[config.mk]
export PLATFORM = sky130hd
export DESIGN_NAME = fetch_stage
export DESIGN_NICKNAME = d
export VERILOG_FILES = /design/src/rtl/fetch_stage.sv
export SDC_FILE = /design/constraint.sdc
export NUM_CORES = 1
export LEC_CHECK = 0
export BUFFER_PORTS_ARGS = -buffer_cell sky130_fd_sc_hd__buf_4
export CORE_MARGIN = 2
export CORE_UTILIZATION = 45
export DETAILED_ROUTE_END_ITERATION = 6
export PLACE_DENSITY = 0.74
export SYNTH_ARGS = -nofsm -noshare
export SYNTH_HDL_FRONTEND = slang
export SYNTH_SLANG_ARGS = --single-unit
[constraint.sdc]
create_clock -name clk -period 4 [get_ports clk]
set_clock_uncertainty 0.05 [all_clocks]
set_input_delay 0.2 -clock clk [delete_from_list [all_inputs] [get_ports clk]]
set_output_delay 0.2 -clock clk [all_outputs]
set_load 0.005 [all_outputs]
[src/rtl/fetch_stage.sv]
// -----------------------------------------------------------------------------
// fetch_stage
//   Instruction fetch stage that sits directly upstream of the main decoder.
//   It owns the PC, issues one word read at a time to instruction memory
//   (req/rvalid handshake) and presents the returned instruction to decode
//   over a valid/ready handshake. Branch/jump redirects from execute replace
//   the PC; any response still in flight for the old path is discarded.
//
// Ports
//   clk              in   1   rising-edge clock
//   reset            in   1   asynchronous, active-high reset
//   imem_req         out  1   read request, accepted by memory in the same cycle
//   imem_addr        out  32  word-aligned read address (current pc)
//   imem_rvalid      in   1   read data valid, >=1 cycle after imem_req
//   imem_rdata       in   32  read data
//   redirect         in   1   taken branch/jump, 1-cycle pulse
//   redirect_target  in   32  new pc, bits [1:0] forced to 00
//   instr_valid      out  1   instr/instr_pc/instr_pcplus4 valid for decode
//   instr            out  32  fetched instruction, NOP_INSTR while !instr_valid
//   instr_pc         out  32  address of instr
//   instr_pcplus4    out  32  instr_pc + 4 (mod 2^32)
//   id_ready         in   1   decode consumes instr when instr_valid & id_ready
// -----------------------------------------------------------------------------
module fetch_stage #(
  parameter logic [31:0] RESET_PC  = 32'h0000_0000,
  parameter logic [31:0] NOP_INSTR = 32'h0000_0013
) (
  input  logic        clk,
  input  logic        reset,
  output logic        imem_req,
  output logic [31:0] imem_addr,
  input  logic        imem_rvalid,
  input  logic [31:0] imem_rdata,
  input  logic        redirect,
  input  logic [31:0] redirect_target,
  output logic        instr_valid,
  output logic [31:0] instr,
  output logic [31:0] instr_pc,
  output logic [31:0] instr_pcplus4,
  input  logic        id_ready
);

  typedef enum logic [2:0] {
    S_BOOT  = 3'd0,
    S_REQ   = 3'd1,
    S_WAIT  = 3'd2,
    S_VALID = 3'd3,
    S_DROP  = 3'd4
  } state_e;

  state_e      state_q, state_d;
  logic [31:0] pc_q, pc_d;
  logic        req_q, req_d;
  logic        valid_q, valid_d;
  logic [31:0] instr_q, instr_d;
  logic [31:0] ipc_q, ipc_d;
  logic [31:0] ip4_q, ip4_d;

  logic [31:0] target_s;
  logic [31:0] pc_plus4_s;

  assign target_s   = {redirect_target[31:2], 2'b00};
  assign pc_plus4_s = pc_q + 32'd4;

  // Next-state and next-output logic; redirect outranks every other transition.
  always_comb begin
    state_d = state_q;
    pc_d    = pc_q;
    valid_d = valid_q;
    instr_d = instr_q;
    ipc_d   = ipc_q;
    ip4_d   = ip4_q;
    case (state_q)
      S_BOOT: begin
        state_d = S_REQ;
        if (redirect) begin
          pc_d = target_s;
        end else begin
          pc_d = pc_q;
        end
      end
      S_REQ: begin
        // The request leaving this cycle used the old pc, so a redirect
        // here must wait out its response before fetching the target.
        if (redirect) begin
          pc_d    = target_s;
          state_d = S_DROP;
        end else begin
          state_d = S_WAIT;
        end
      end
      S_WAIT: begin
        if (redirect) begin
          pc_d = target_s;
          if (imem_rvalid) begin
            state_d = S_REQ;
          end else begin
            state_d = S_DROP;
          end
        end else if (imem_rvalid) begin
          state_d = S_VALID;
          valid_d = 1'b1;
          instr_d = imem_rdata;
          ipc_d   = pc_q;
          ip4_d   = pc_plus4_s;
        end else begin
          state_d = S_WAIT;
        end
      end
      S_VALID: begin
        if (redirect) begin
          // Instruction on the wrong path: withdraw it even if decode
          // is ready this cycle.
          pc_d    = target_s;
          valid_d = 1'b0;
          instr_d = NOP_INSTR;
          state_d = S_REQ;
        end else if (id_ready) begin
          pc_d    = pc_plus4_s;
          valid_d = 1'b0;
          instr_d = NOP_INSTR;
          state_d = S_REQ;
        end else begin
          state_d = S_VALID;
        end
      end
      S_DROP: begin
        if (redirect) begin
          pc_d = target_s;
        end else begin
          pc_d = pc_q;
        end
        if (imem_rvalid) begin
          state_d = S_REQ;
        end else begin
          state_d = S_DROP;
        end
      end
      default: begin
        // Unreachable encodings recover to a clean boot.
        state_d = S_BOOT;
        pc_d    = RESET_PC;
        valid_d = 1'b0;
        instr_d = NOP_INSTR;
      end
    endcase
    // Request is registered so it is high exactly while the state is REQ.
    req_d = (state_d == S_REQ);
  end

  // State, pc and output registers.
  always_ff @(posedge clk or posedge reset) begin
    if (reset) begin
      state_q <= S_BOOT;
      pc_q    <= RESET_PC;
      req_q   <= 1'b0;
      valid_q <= 1'b0;
      instr_q <= NOP_INSTR;
      ipc_q   <= RESET_PC;
      ip4_q   <= RESET_PC + 32'd4;
    end else begin
      state_q <= state_d;
      pc_q    <= pc_d;
      req_q   <= req_d;
      valid_q <= valid_d;
      instr_q <= instr_d;
      ipc_q   <= ipc_d;
      ip4_q   <= ip4_d;
    end
  end

  assign imem_req      = req_q;
  assign imem_addr     = pc_q;
  assign instr_valid   = valid_q;
  assign instr         = instr_q;
  assign instr_pc      = ipc_q;
  assign instr_pcplus4 = ip4_q;

endmodule
Yosys cells after proc, flatten, opt, wreduce, memory -nomap -nowiden:

Index checks and enable logic that the tools add are counted.
W data, S select, Z words.

* register bits after elaboration: 133
* input bits: 69
* logic and storage cells: 46

* add/sub/neg operators: 1
* equality and inequality tests: 9
* multiplexer cells: 21
* bitwise gates (word level): 2
* reductions and logical operators: 6

Operators by type and width (number)
* $mux W32: 7
* $pmux W32 S3: 1
* $pmux W32 S2: 1
* $add A32 B3 Y32 const B: 1
* $pmux W3 S5: 1
* $mux W3: 3
* $eq A3 B1 Y1 const B: 2
* $eq A3 B2 Y1 const B: 2
* $mux W1: 5
* $mux W2: 2
* $ne A2 B2 Y1 const B: 2
* $reduce_and A4 Y1: 1
* $reduce_or A4 Y1: 1
* $eq A3 B3 Y1 const B: 1
* $logic_not A3 Y1: 1
* $ne A3 B3 Y1 const B: 1
* $pmux W1 S3: 1
* $reduce_and A3 Y1: 1
* $reduce_or A3 Y1: 1
* $ne A2 B1 Y1 const B: 1
* $not A1 Y1: 2
* $reduce_and A2 Y1: 1

Depth between registers and ports, before layout:

Gate-level depths: netlist of the first run.

* depth after elaboration: 4
* depth in mapped cells: 8
* gate-level depth less buffers: 6

Least setup slack after synthesis of the first run:

No wires, ideal clock.

* path kind: reg2reg
* start point: register pc_q[2], in the netlist imem_addr[2]
* end point: register pc_q[30], in the netlist imem_addr[30]
* setup time: 69 ps
* data arrival time: 2045 ps
* data required time: 3881 ps
* path slack: 1836 ps
* cell stages (with the launch flop): 7
* buffers on the path: 0
* period minus slack after synthesis: 2164 ps
* cell sequence: dfrtp_1 > ha_1 > nand3_1 > nor4_1 > nand2_1 > or4_1 > nand3_1

* word-level cells in the longest chain between the ends: 4

Ends and longest elaborated chain
* start: declaration: RTL line 52 `logic [31:0] pc_q, pc_d;`
* start signal: assignment: RTL line 163 `pc_q <= pc_d;`
* $add A32 B3 Y32: RTL line 63 `assign pc_plus4_s = pc_q + 32'd4;`
* $mux W32: RTL line 118 `end else if (id_ready) begin`
* $mux W32: RTL line 111 `if (redirect) begin`
* $pmux W32 S2: RTL line 73 `case (state_q)`

No other way between the ends. The select of a mux whose other input is x is not followed.
A chain may end at the register's enable or synchronous reset.

Worst setup path after layout of the first run:

* start point: register state_q[1]
* end point: register pc_q[26], in the netlist imem_addr[26]

* word-level cells in the longest chain between the ends: 4
* elaborated cells on any way between the ends: 10
* classes of those cells: 6 x eq/ne; 1 x mux; 3 x reduce/logical

Ends and longest elaborated chain
* start: declaration: RTL line 51 `state_e state_q, state_d;`
* start signal: assignment: RTL line 162 `state_q <= state_d;`
* $eq A3 B3 Y1, or another cell as far along: RTL line 73
* $reduce_or A4 Y1 (no line)
* $ne A2 B1 Y1 (no line)
* $reduce_and A2 Y1 (no line)

Parallel ways exist; a longest one is shown, timed or not.

==> out/qor.txt, run 1 <==
RUN STATUS
-----------------------------------------------------------------------------------------------------
Run status ............................................................................. complete, no violations

TIMING
-----------------------------------------------------------------------------------------------------
Max frequency ..........................................................................      376 MHz
Sum of negative setup slack ............................................................         0 ns
Worst-Margin Slew ......................................................................      1.07 ns
Final Hold Fails .......................................................................            0
Min Hold Slack .........................................................................   0.00598 ns
Number of slew-limit violations in the final report ....................................            0
Setup repair after global routing missed its margin ....................................           no
Least setup slack across all paths after layout ........................................      1.34 ns
# setup viols final ....................................................................            0
Crit share post-route ..................................................................        0.665
Final critical delay including setup and external delays ...............................      2.66 ns
Slew Limit Headroom ....................................................................        0.288

DRT
-----------------------------------------------------------------------------------------------------
Residual DRC count .....................................................................            0
Drt first-iter violations ..............................................................          532
Overall via count from detail_route ....................................................         5444
Average wire length per cell after detail routing ......................................      17.6 um
First drt pass iteration count .........................................................            5
Drt via density ........................................................................         5.40
Routed WL ..............................................................................      17.7 mm
Final ANT Viol Nets ....................................................................            0

WORST SETUP PATH
-----------------------------------------------------------------------------------------------------
Register-to-Register Setup Slack .......................................................      1.34 ns
Chain of cells forming the critical path ............................................... o21ai_1 > nand2_1 > nor2_1 > buf_4 > o21ai_0 > o311ai_0
Worst Reg2Reg Path Length in Cells .....................................................            6
Critical path's top delay family ....................................................... simple AND/OR/NAND/NOR gates
Critical path buffer and inverter count ................................................            1
Highest cell delay on the worst timing path ............................................      0.78 ns
Worst path arrival time ................................................................      2.90 ns
Worst Setup Start Kind .................................................................         flop
CP Data Required Time ..................................................................      4.24 ns
Worst path slowest cell ................................................................       nor2_1
Max Fanout on Critical Path ............................................................           16
Kind of critical path ..................................................................   reg -> reg
WP depth ...............................................................................            6
Worst Setup End Kind ...................................................................         flop

LAYOUT
-----------------------------------------------------------------------------------------------------
Number of filler instances in the final layout .........................................         1063
Synth-to-Final Area Change .............................................................        41.5%
Post-route standard cell area excluding fillers ........................................   8380 sq um
Footprint of the flip-flops and latches ................................................   3180 sq um
Final layout net count .................................................................          894
Most used cells in the layout excluding fill and tap cells ............................. 199 x buf_4, 136 x nand2_1, 123 x dfrtp_1
Ratio of cells with drive above 1 in the final layout ..................................        0.293
Most common library cell in the layout ignoring fill and taps ..........................        buf_4
Number of diodes .......................................................................            0
Total area of multi-input combinational cells ..........................................   2480 sq um

GLOBAL ROUTE
-----------------------------------------------------------------------------------------------------
Global-route wire length before repair .................................................      28.2 mm
GR Util All Layers .....................................................................        0.254
Met3 track demand over resource in global routing ......................................       0.0579
Most crowded layer after global routing ................................................         met2
Antenna violations before repair .......................................................            0
Met1 layer usage reported by global route ..............................................        0.342
Via count of the first global-routing pass .............................................         5346
Maximum number of pins on one net before global-route repair ...........................           70
Met2 demand-to-capacity share in global routing ........................................        0.393
Remaining global-route overflow ........................................................            0

DIE
-----------------------------------------------------------------------------------------------------
Io pins ................................................................................          199
Die Outline Area .......................................................................  14100 sq um
Die height .............................................................................       119 um
Row Count ..............................................................................           41
Initial core utilization ...............................................................        0.466
Placeable Area .........................................................................  12700 sq um
Die outline width ......................................................................       119 um

YOSYS
-----------------------------------------------------------------------------------------------------
Fraction of the yosys area taken by sequential cells ...................................        0.537
Post-synthesis share of cell area spent on full adders, half adders and majority gates .      0.00211
Most frequently used flop master after synthesis .......................................      dfrtp_1
Number of synthesized register bits ....................................................          127
Main area contributors after synthesis ................................................. dfrtp_1 52%, nand2_1 8.6%, o21ai_0 4.8%
Share of the synthesized area in the top cell type .....................................        0.520
Multiplexer fraction of the synthesized cell area ......................................            0
Cell taking the most area after synthesis ..............................................      dfrtp_1
Gate count of the mapped netlist .......................................................          619
Number of distinct library cell variants in the gate-level netlist after synthesis .....           56
Fraction of synthesized cell area in xor and xnor cells ................................       0.0488
Share of synthesized cell area in and, or, nand and nor gates ..........................        0.195
Number of synthesized flops with an enable pin .........................................            0
Main combinational cell family by area after synthesis ................................. simple AND/OR/NAND/NOR gates
Synthesized area per cell ..............................................................   9.57 sq um
Warning count from the yosys run .......................................................            0
Fraction of synthesis flops using an asynchronous set or reset pin .....................         1.00
Combined area of all synthesized cells .................................................   5920 sq um
Compound-cell area share of the yosys netlist ..........................................        0.168

POWER
-----------------------------------------------------------------------------------------------------
Pwr Density ............................................................................  719 nW/um^2
Worst-case vdd ir drop .................................................................       384 uV
Static leakage power ...................................................................      4.06 nW
Design Power ...........................................................................    0.00603 W

CTS
-----------------------------------------------------------------------------------------------------
Post-CTS setup repair buffer count .....................................................            0
Number of clock buffers inserted by TritonCTS ..........................................           17
Post-CTS resize count ..................................................................            0
Maximum level of the CTS H-tree ........................................................            4
CTS Buffer Depth .......................................................................            2
TritonCTS clock tree ...................................................................         done
Clock root cell ........................................................................    clkbuf_16
Clock transition at the registers of the reported paths ................................      0.06 ns
Clock sinks ............................................................................          127
Later-pin clock latency in the skew report .............................................      0.42 ns

PLACED DESIGN
-----------------------------------------------------------------------------------------------------
Number of I/O port buffers .............................................................          190
Cell area after placement ..............................................................   7420 sq um
Final estimated routing congestion in global placement .................................        0.836
HPWL after detailed placement ..........................................................      11.8 mm
Place WS ...............................................................................      1.48 ns

JOB
-----------------------------------------------------------------------------------------------------
Max capacitance violation total ........................................................            0

HOLD PATH
-----------------------------------------------------------------------------------------------------
Number of instances on the worst hold path .............................................            3
Class of the tightest hold or removal check ............................................    in -> reg

==> power by group <==
part,switching (W),internal [W],total (W)
registers,0.000603,0.00181,0.00241
clock network,0.000584,0.000997,0.00158
logic,0.000927,0.00111,0.00204
total,0.00211,0.00392,0.00603
==> path summary, 6_finish.rpt <==
kind                                       from                         to
max                        state_q[1]$_DFF_PP0_  imem_addr[26]$_DFFE_PP0P_
min                               imem_rdata[0]       instr[0]$_DFFE_PP1P_
max reg2reg                state_q[1]$_DFF_PP0_  imem_addr[26]$_DFFE_PP0P_
min reg2reg                instr[4]$_DFFE_PP1P_       instr[4]$_DFFE_PP1P_
max in group asynchronous                 reset   instr_pc[12]$_DFFE_PP0P_
min in group asynchronous                 reset    instr_pc[3]$_DFFE_PP0P_
==> metal layers <==
metal | up-vias | routed length, um
li1 | 2567 | -
met1 | 2614 | 7470
met2 | 221 | 8610
met3 | 42 | 1110
met4 | 0 | 531
met5 | - | 0
==> tightest hold or removal path, cell delays in order <==
cell and delay, ns:
buf_4 0.11, nor2_1 0.10, a21oi_1 0.06
==> cell type report <==
type | instances | area share
Sequential cell | 127 | 0.380
Multi-Input combinational cell | 431 | 0.296
Timing Repair Buffer | 234 | 0.220
Clock buffer | 19 | 0.0528
Tap cell | 172 | 0.0257
Clock inverter | 13 | 0.0196
Inverter | 13 | 0.00612
==> what timing repair did <==
action / CTS / global route
hold endpoints to repair: 74 / 0
hold buffers: 35 / 0
setup endpoints to repair: 0 / 0
==> per-stage QoR <==
step                utilization  cells
finish                    0.659   1009
global route              0.659   1009
CTS                       0.659   1009
detailed placement        0.584    942
global placement          0.584    942
floorplan                     -    624
==> state kept, by name, summed over array words and instances, names as in the netlist <==
name	count
instr_pcplus4	30
instr	32
instr_valid	1
imem_addr	30
imem_req	1
state_q	3
instr_pc	30
==> synth_stat cells (all sizes together), types with 2 or more instances <==
library cell,n
nor4,10
nor2,22
inv,13
nor2b,2
o31a,2
nor3,13
nand4,10
o22a,2
nand2,136
or4,3
clkbuf,36
o2bb2ai,3
nand4b,2
and3,7
o311ai,2
dfstp,4
a32oi,7
a21oi,26
a31oi,2
a22oi,2
dfrtp,123
xor2,14
o21ai,60
nand3,19
a22o,29
buf,17
o21a,7
and2,3
o211ai,3
xnor2,19
and4,5
==> logic make-up after synthesis <==
family,after synthesis
and+or+nand+nor,238
AOI/OAI and AO/OA,153
DFF,127
buffers and inverters,66
xor gates and xnor gates,33
adders and majority gates,1
other,1
No activity file was read; power rests on OpenSTA's default activity.
==> run 2: changes to the inputs <==
==> constraint.sdc (replaced) <==
create_clock -name clk -period 2.7 [get_ports clk]
set_clock_uncertainty 0.05 [all_clocks]
set_input_delay 0.135 -clock clk [delete_from_list [all_inputs] [get_ports clk]]
set_output_delay 0.135 -clock clk [all_outputs]
set_load 0.005 [all_outputs]
==> out/qor.txt, run 2 (same netlist as run 1, synthesis figures left out) <==
DRT
----------------------------------------------------------------------------
Average wire length per cell after detail routing .............      17.3 um
Routed WL .....................................................      18.0 mm
Residual DRC count ............................................            0
Final ANT Viol Nets ...........................................            0
Drt first-iter violations .....................................          522
First drt pass iteration count ................................            6
Overall via count from detail_route ...........................         5639
Drt via density ...............................................         5.43

CTS
----------------------------------------------------------------------------
Clock root cell ...............................................    clkbuf_16
Clock sinks ...................................................          127
Maximum level of the CTS H-tree ...............................            4
Clock transition at the registers of the reported paths .......      0.05 ns
TritonCTS clock tree ..........................................         done
Later-pin clock latency in the skew report ....................      0.42 ns
Number of clock buffers inserted by TritonCTS .................           17
CTS Buffer Depth ..............................................            2
Post-CTS resize count .........................................            0

WORST SETUP PATH
----------------------------------------------------------------------------
Worst Setup End Kind ..........................................         flop
Worst Reg2Reg Path Length in Cells ............................            6
Highest cell delay on the worst timing path ...................      0.48 ns
Worst path slowest cell .......................................       nor4_4
Origin of the critical flop-to-flop path ...................... imem_addr[3]$_DFFE_PP0P_
Termination of the worst setup path ........................... imem_addr[20]$_DFFE_PP0P_
CP Data Required Time .........................................      3.00 ns
Max Fanout on Critical Path ...................................            8
Worst path arrival time .......................................      2.70 ns
Worst Setup SP ................................................ imem_addr[3]$_DFFE_PP0P_
Most frequent cell on the critical path .......................      nand3_1
Worst Setup Start Kind ........................................         flop
Register-to-Register Setup Slack ..............................      0.30 ns
Kind of critical path .........................................   reg -> reg
Chain of cells forming the critical path ...................... ha_1 > nand3_1 > nor4_4 > nand3_1 > or4_1 > nand3_1
Endpoint of the worst-slack reg-to-reg timing path ............ imem_addr[20]$_DFFE_PP0P_

DIE
----------------------------------------------------------------------------
Row Count .....................................................           41
Die Outline Area ..............................................  14100 sq um
Die outline width .............................................       119 um
Io pins .......................................................          199
Initial core utilization ......................................        0.466
Die height ....................................................       119 um
Placeable Area ................................................  12700 sq um

PLACED DESIGN
----------------------------------------------------------------------------
HPWL after detailed placement .................................      11.9 mm
Final estimated routing congestion in global placement ........        0.858
Number of I/O port buffers ....................................          190
Cell area after placement .....................................   7530 sq um
Place WS ......................................................     0.357 ns

POWER
----------------------------------------------------------------------------
Static leakage power ..........................................      4.19 nW
Pwr Density ................................................... 1020 nW/um^2
Worst-case vdd ir drop ........................................       543 uV
Design Power ..................................................    0.00884 W

LAYOUT
----------------------------------------------------------------------------
Synth-to-Final Area Change ....................................        45.9%
Most common library cell in the layout ignoring fill and taps .        buf_4
Final layout net count ........................................          923
Ratio of cells with drive above 1 in the final layout .........        0.290
Number of diodes ..............................................            0
Most used cells in the layout excluding fill and tap cells .... 205 x buf_4, 136 x nand2_1, 123 x dfrtp_1
Number of filler instances in the final layout ................          988
Post-route standard cell area excluding fillers ...............   8650 sq um
Max reg flops .................................................           32

TIMING
----------------------------------------------------------------------------
Number of slew-limit violations in the final report ...........            0
Least setup slack across all paths after layout ...............     0.298 ns
Worst-Margin Slew .............................................      1.10 ns
Setup repair after global routing missed its margin ...........           no
Max frequency .................................................      416 MHz
Slew Limit Headroom ...........................................        0.266
Final Hold Fails ..............................................            0
Sum of negative setup slack ...................................         0 ns
Final critical delay including setup and external delays ......      2.40 ns
# setup viols final ...........................................            0
Crit share post-route .........................................        0.890

HOLD PATH
----------------------------------------------------------------------------
Worst hold path startpoint .................................... redirect_target[21]
Class of the tightest hold or removal check ...................    in -> reg

GLOBAL ROUTE
----------------------------------------------------------------------------
GR Util All Layers ............................................        0.259
Antenna violations before repair ..............................            0
Remaining global-route overflow ...............................            0
Global-route wire length before repair ........................      28.9 mm
Via count of the first global-routing pass ....................         5548
Maximum number of pins on one net before global-route repair ..          128

RUN STATUS
----------------------------------------------------------------------------
Run status .................................................... complete, no violations

JOB
----------------------------------------------------------------------------
Max capacitance violation total ...............................            0

run 2: area by class of cell:
class,count,area [sq um],share of cell area
multi-input combinational,431,2480,0.287
clock inverter,6,55.1,0.00637
tap,172,215,0.0249
clock buffer,26,509,0.0589
timing repair buffer,263,2150,0.249
inverter,13,52.6,0.00608
sequential,127,3180,0.368
run 2: worst min-delay path by stage:
stage	depth (start not counted)	slack, ns	endpoint
6_report	3	0.01	imem_addr[21]$_DFFE_PP0P_
5_1_grt	3	0.01	imem_addr[21]$_DFFE_PP0P_
4_1_cts	3	0.002	imem_addr[21]$_DFFE_PP0P_
3_5_place_dp	2	0.31	instr[20]$_DFFE_PP0P_
3_3_place_gp	2	0.30	instr[2]$_DFFE_PP0P_
2_1_floorplan	2	0.22	instr[0]$_DFFE_PP1P_
run 2: repair_timing:
item / CTS / global route
setup buffers: 0 / 0
hold endpoints to repair: 178 / 0
hold buffers: 55 / 0
run 2: power by group:
group	leakage, nW	internal [W]	total [W]	switching, W
clock network	0.284	0.00138	0.00217	0.000789
registers	1.63	0.00268	0.00354	0.000859
logic	2.27	0.00170	0.00313	0.00143
run 2: layer usage:
metal | part of all wire | track usage | vias up
li1 | - | - | 2617
met1 | 0.41 | 0.340 | 2716
met2 | 0.49 | 0.411 | 253
met3 | 0.067 | 0.0589 | 53
met4 | 0.033 | 0.116 | 0
met5 | 0 | 0 | -
run 2: per-stage QoR:
step           utilization  instances  hold WS [ns]
3_3_place_gp         0.592        951         0.301
2_1_floorplan            -        624         0.215
4_1_cts              0.680       1038       0.00212
6_report             0.680       1038        0.0110
5_1_grt              0.680       1038        0.0135
3_5_place_dp         0.592        951         0.307
run 2: worst max-delay path, delay by kind of cell, from the launching register on:
| kind | cells | cell delay (ns) |
|---|---|---|
| adders and majority gates | 1 | 0.29 |
| and+or+nand+nor | 5 | 1.52 |
| DFF | 1 | 0.46 |
